**config.mk**
```make
export PLATFORM = sky130hd
export DESIGN_NAME = frame_config_ctrl
export DESIGN_NICKNAME = d
export VERILOG_FILES = /design/src/rtl/frame_config_ctrl.sv
export SDC_FILE = /design/constraint.sdc
export NUM_CORES = 1
export LEC_CHECK = 0
export ABC_CLOCK_PERIOD_IN_PS = 5600
export CAP_MARGIN = 20
export CORE_MARGIN = 3
export CORE_UTILIZATION = 35
export CTS_BUF_LIST = sky130_fd_sc_hd__clkbuf_2
export CTS_CLUSTER_DIAMETER = 80
export DETAILED_ROUTE_END_ITERATION = 12
export GPL_TIMING_DRIVEN = 1
export REMOVE_ABC_BUFFERS = 1
export SLEW_MARGIN = 20
export SYNTH_ARGS = -nofsm -noshare
export SYNTH_HDL_FRONTEND = slang
export SYNTH_SLANG_ARGS = --single-unit
export TNS_END_PERCENT = 5
```
**constraint.sdc**
```tcl
create_clock -name UserCLK -period 5.6 [get_ports UserCLK]
set_input_delay 0.84 -clock UserCLK [delete_from_list [all_inputs] [get_ports UserCLK]]
set_output_delay 0.84 -clock UserCLK [all_outputs]
set_load 0.03 [all_outputs]
```
**src/rtl/frame_config_ctrl.sv**
```systemverilog
// Configuration sequencer: assembles one frame column from a 32-bit word stream
// onto the FrameData rows, then fires a single-cycle one-hot FrameStrobe.
module frame_config_ctrl #(
  parameter int FrameBitsPerRow = 32,
  parameter int MaxFramesPerCol = 20,
  parameter int NumRows         = 16,
  parameter int NumColumns      = 8
) (
  input  logic                                    UserCLK,
  input  logic                                    resetn,
  input  logic                                    s_valid,
  input  logic [FrameBitsPerRow-1:0]              s_data,
  output logic                                    s_ready,
  output logic [NumRows*FrameBitsPerRow-1:0]      FrameData,
  output logic [NumColumns*MaxFramesPerCol-1:0]   FrameStrobe,
  output logic                                    busy,
  output logic                                    done,
  output logic                                    err
);

  localparam int RowW = (NumRows > 1) ? $clog2(NumRows) : 1;
  localparam int ColW = (NumColumns > 1) ? $clog2(NumColumns) : 1;
  localparam int FrmW = (MaxFramesPerCol > 1) ? $clog2(MaxFramesPerCol) : 1;

  typedef enum logic [2:0] {
    IDLE,
    LOAD,
    DISCARD,
    STROBE,
    SETTLE
  } state_t;

  state_t                                  state_q, state_d;
  logic [RowW-1:0]                         row_cnt_q, row_cnt_d;
  logic [ColW-1:0]                         col_q, col_d;
  logic [FrmW-1:0]                         frm_q, frm_d;
  logic [NumRows*FrameBitsPerRow-1:0]      frame_data_q, frame_data_d;
  logic [NumColumns*MaxFramesPerCol-1:0]   frame_strobe_q, frame_strobe_d;
  logic                                    done_q, done_d;
  logic                                    err_q, err_d;

  logic       xfer;
  logic       hdr_sync_ok;
  logic       hdr_range_ok;
  logic [7:0] hdr_col;
  logic [7:0] hdr_frm;

  // Ready is gated by resetn so nothing is accepted while reset is held.
  assign s_ready = resetn && (state_q == IDLE || state_q == LOAD || state_q == DISCARD);
  assign xfer    = s_valid && s_ready;

  assign hdr_col      = s_data[23:16];
  assign hdr_frm      = s_data[15:8];
  assign hdr_sync_ok  = (s_data[31:24] == 8'hA5);
  assign hdr_range_ok = (hdr_col < 8'(NumColumns)) && (hdr_frm < 8'(MaxFramesPerCol));

  always_comb begin
    state_d        = state_q;
    row_cnt_d      = row_cnt_q;
    col_d          = col_q;
    frm_d          = frm_q;
    frame_data_d   = frame_data_q;
    frame_strobe_d = '0;
    done_d         = 1'b0;
    err_d          = 1'b0;

    case (state_q)
      IDLE: begin
        if (xfer) begin
          if (!hdr_sync_ok) begin
            err_d = 1'b1;
          end else if (!hdr_range_ok) begin
            err_d     = 1'b1;
            state_d   = DISCARD;
            row_cnt_d = RowW'(NumRows - 1);
          end else begin
            col_d     = hdr_col[ColW-1:0];
            frm_d     = hdr_frm[FrmW-1:0];
            state_d   = LOAD;
            row_cnt_d = RowW'(NumRows - 1);
          end
        end
      end

      // Words arrive top row first, so the counter walks down to row 0.
      LOAD: begin
        if (xfer) begin
          for (int r = 0; r < NumRows; r++) begin
            if (row_cnt_q == RowW'(r)) begin
              frame_data_d[r*FrameBitsPerRow +: FrameBitsPerRow] = s_data;
            end
          end
          if (row_cnt_q == '0) begin
            state_d = STROBE;
            for (int c = 0; c < NumColumns; c++) begin
              for (int f = 0; f < MaxFramesPerCol; f++) begin
                if (col_q == ColW'(c) && frm_q == FrmW'(f)) begin
                  frame_strobe_d[c*MaxFramesPerCol + f] = 1'b1;
                end
              end
            end
          end else begin
            row_cnt_d = row_cnt_q - 1'b1;
          end
        end
      end

      DISCARD: begin
        if (xfer) begin
          if (row_cnt_q == '0) begin
            state_d = IDLE;
          end else begin
            row_cnt_d = row_cnt_q - 1'b1;
          end
        end
      end

      STROBE: begin
        state_d = SETTLE;
      end

      SETTLE: begin
        state_d = IDLE;
        done_d  = 1'b1;
      end

      default: begin
        state_d = IDLE;
      end
    endcase
  end

  always_ff @(posedge UserCLK or negedge resetn) begin
    if (!resetn) begin
      state_q        <= IDLE;
      row_cnt_q      <= '0;
      col_q          <= '0;
      frm_q          <= '0;
      frame_data_q   <= '0;
      frame_strobe_q <= '0;
      done_q         <= 1'b0;
      err_q          <= 1'b0;
    end else begin
      state_q        <= state_d;
      row_cnt_q      <= row_cnt_d;
      col_q          <= col_d;
      frm_q          <= frm_d;
      frame_data_q   <= frame_data_d;
      frame_strobe_q <= frame_strobe_d;
      done_q         <= done_d;
      err_q          <= err_d;
    end
  end

  assign FrameData   = frame_data_q;
  assign FrameStrobe = frame_strobe_q;
  assign done        = done_q;
  assign err         = err_q;
  assign busy        = (state_q != IDLE);

endmodule

```
==> impl_metrics.py <==
metrics = {
    "global_route": {
        "grt_usage_pct": 24.0,
        "grt_pass1_vias": 18311,
        "antenna_found_initial": 1,
        "grt_overflow_total": 0,
        "grt_max_degree": 170,
        "grt_pass1_wl_mm": 130,
    },
    "timing": {
        "worstMarginPinSlew_ns": 1.05,
        "slew_headroom_pct": 30.1,
        "period_share_pct": 69.6,
        "finalSetupViolations": 0,
        "timing.fmax_ghz": 0.257,
        "hold_violations": 0,
        "min_period_ns": 3.90,
        "slew_viol_final": 0,
        "skew_ns": 0.147,
        "rsz0062_at_grt": "no",
        "tns_ns": 0,
    },
    "routing": {
        "ant_nets": 0,
        "wire_per_inst_um": 25.6,
        "drt-total-wl_mm": 90.5,
        "viasPerCell": 4.79,
        "drc_errors": 0,
        "dr.first_iter.drc_count": 780,
        "vias": 16919,
        "first_pass_iters": 5,
    },
    "clocking": {
        "clk_latency_ns": 1.30,
        "clk_pin_slew_ns": 0.09,
        "root_buffer": "clkbuf_2",
        "clockBufferDepth": 3,
        "cts_made_buffers": 179,
        "htree_num_levels": 4,
        "tritoncts": "built",
        "clkSinkCount": 689,
    },
    "cells_and_area": {
        "area_growth_pct": 38.8,
        "final_nets": 2517,
        "finalInstanceArea_mm2": 0.0347,
        "final_layout_size_suffix_gt1_share_pct": 31.2,
        "n_fill_cell": 6224,
        "multiInputGateArea_mm2": 0.00726,
        "ff_latch_area_mm2": 0.0172,
    },
    "floorplanning": {
        "start_util_pct": 35.5,
        "rows": 97,
        "dieArea_mm2": 0.0746,
        "pin_count": 711,
        "core_area_mm2": 0.0704,
        "die_w_um": 273,
        "die_y_um": 273,
    },
    "power_and_ir_drop": {
        "swShare_pct": 27.3,
        "p_comb_share_pct": 5.2,
        "intPower_w": 0.00651,
        "leakage_nw": 17.0,
        "peakVddDrop_v": 0.000156,
        "p_switching_w": 0.00244,
        "pwr-share-seq_pct": 56.5,
        "power_frac_clock_pct": 38.2,
        "fin_total_pwr_w": 0.00895,
        "power_density_mw_per_mm2": 258,
    },
    "worst_setup_path": {
        "path_cells": "dlygate4sd3_1, dlygate4sd3_1, buf_8, and3_1, clkdlybuf4s50_1",
        "cpPeakStageDelay_ns": 0.73,
        "crit_path_frequent_cell": "dlygate4sd3_1",
        "timing.critical_path.from_type": "input pin",
        "ff2ff_setup_slack_ns": 2.11,
        "timing.rr.end": "FrameStrobe[159]",
        "required_ns": 4.76,
        "cp_max_fo": 9,
        "r2r_cells": 6,
        "path_buf_inv": 4,
        "worstSetupEndpointType": "output pin",
        "crit_arrival_ns": 3.06,
        "rr_startpoint": "row_cnt_q[0]",
        "worstSetupPathType": "input pin to output pin",
        "critPathTopFamily": "buffers and inverters",
        "slowest_stage": "clkdlybuf4s50_1",
    },
    "hold_path": {
        "min_from": "s_data[20]",
        "min_path_type": "input pin to register",
        "hold_end": "FrameData[20]",
        "worst_hold_path.num_cells": 4,
    },
    "synthesis": {
        "synth-async-reset-ratio_pct": 100,
        "ys_warn_count": 0,
        "synth_edf_count": 0,
        "ys_seq_area_share_pct": 69.0,
        "synth-main-ff-cell": "dfrtp_1",
        "synth_seq_cells": 689,
        "synthesis.instances": 1663,
        "synth_cell_types": 41,
        "syn_area_per_cell_um2": 15.0,
        "synth_area_mm2": 0.0250,
    },
    "place": {
        "gp_congestion": 0.815,
        "hpwlAfterDp_mm": 60.0,
        "dpl_cell_area_mm2": 0.0331,
        "io_buffers": 710,
    },
    "run": {
        "maxCapViolCount": 0,
    },
    "run_status": {
        "outcome": "complete, no violations",
    },
}
## synth_stat cells (4+ instances only)
cell type,n,area share [%]
and3_1,4,0.10
buf_2,67,1.3
clkbuf_1,42,0.63
dfrtp_1,689,69
ha_1,5,0.25
inv_1,5,0.075
mux2_1,7,0.32
mux2_2,481,22
nand2_1,131,2.0
nand3_1,12,0.24
nor2_1,164,2.5
nor2b_1,4,0.10
nor3_1,5,0.10
nor3b_1,5,0.15
## kinds of logic (layout without fill, tap and decap cells)
kind of cell	Yosys count	after routing	synth area share [%]
adders and majority gates	5	5	0.250
AOI/OAI and AO/OA	13	13	0.355
muxes	489	489	22.0
other	0	2	0
buffers and inverters	115	1045	2.08
DFF	689	689	69.0
and+or+nand+nor	351	351	6.25
xor gates and xnor gates	1	1	0.0351
## layout by cell type, fill, tap and decap left out, types with 2 or more instances in the layout
cell type	netlist	routed
and4_1	2	2
nor2_1	164	164
clkdlybuf4s50_1	0	709
ha_1	5	5
a211oi_1	2	2
clkbuf_2	0	256
nor4_1	2	2
nor3b_1	5	5
clkinv_4	0	3
dlygate4sd3_1	0	2
nor3_1	5	5
clkinv_2	0	6
buf_12	0	3
diode_2	0	2
clkinv_1	0	25
nand4_1	2	2
and3b_1	3	3
buf_4	1	27
inv_1	5	5
nand3_1	12	12
and3_1	4	4
mux2_1	7	7
nor4_4	3	3
bufinv_16	0	3
inv_6	0	2
mux2_2	481	481
nor4bb_1	2	2
dfrtp_1	689	689
nor2b_1	4	4
a21oi_1	2	2
nand2_1	131	117
or3_1	3	2
nand2_2	0	14
o21a_1	2	2
o21ai_0	3	3
## state kept, by name, summed over array words and instances (netlist names)
signal,count
done,1
col_q,3
state_q,3
err,1
FrameData,512
FrameStrobe,160
row_cnt_q,4
frm_q,5
## final cells by class
class,count,share of cell area (%)
clock buffer,256,3.69
inverter,5,0.0541
clock inverter,41,0.776
antenna,2,0.0144
tap,940,3.39
sequential,689,49.7
timing repair buffer,743,21.4
multi-input combinational,859,20.9
## metal layers
layer,share of wire (%),track usage (%)
met5,0,0
met4,1.8,6.59
met2,49,40.3
met3,11,11.3
met1,39,27.6
## worst max-delay path by stage
stage                 startpoint               end  slack, ns  cells past startpoint
floorplan           row_cnt_q[0]  FrameStrobe[140]       2.73                      6
global placement      s_data[28]          col_q[1]       1.74                      5
detailed placement    s_data[28]          frm_q[2]       1.64                      5
CTS                       resetn           s_ready       1.68                      5
global route              resetn           s_ready       1.63                      5
finish                    resetn           s_ready       1.70                      5
## power groups by stage
stage	clock [W]	combinational (W)	sequential (W)
4_1_cts	0.00357	0.000477	0.00506
3_5_place_dp	0	0.000471	0.00516
2_1_floorplan	0	0.000124	0.00519
5_1_grt	0.00381	0.000513	0.00507
6_report	0.00342	0.000468	0.00506
3_3_place_gp	0	0.000454	0.00515
## worst register-to-register path: stages (launching register included)
cell and delay [ns]:
dfrtp_1 0.44, inv_1 0.14, ha_1 0.29, or3b_1 0.53, nor3_4 0.75, nand4_1 0.96
nor2_1 0.30
## stage by stage
step | setup WS (ns) | cells | utilization [%] | hold slack [ns]
CTS | 1.68 | 3533 | 49.3 | 0.130
finish | 1.70 | 3535 | 49.3 | 0.373
detailed placement | 1.64 | 3233 | 47.0 | 0.459
global route | 1.63 | 3534 | 49.3 | 0.203
global placement | 1.74 | 3233 | 47.0 | 0.453
floorplan | 2.73 | 1553 | - | 0.502
## timing repair
action / CTS / global route
endpoints found under the hold margin: 219 / 0
gates resized for setup: 0 / 0
buffers inserted: 0 / 0
hold buffers: 3 / 0
Note: power is estimated with default switching activity, not from simulation.
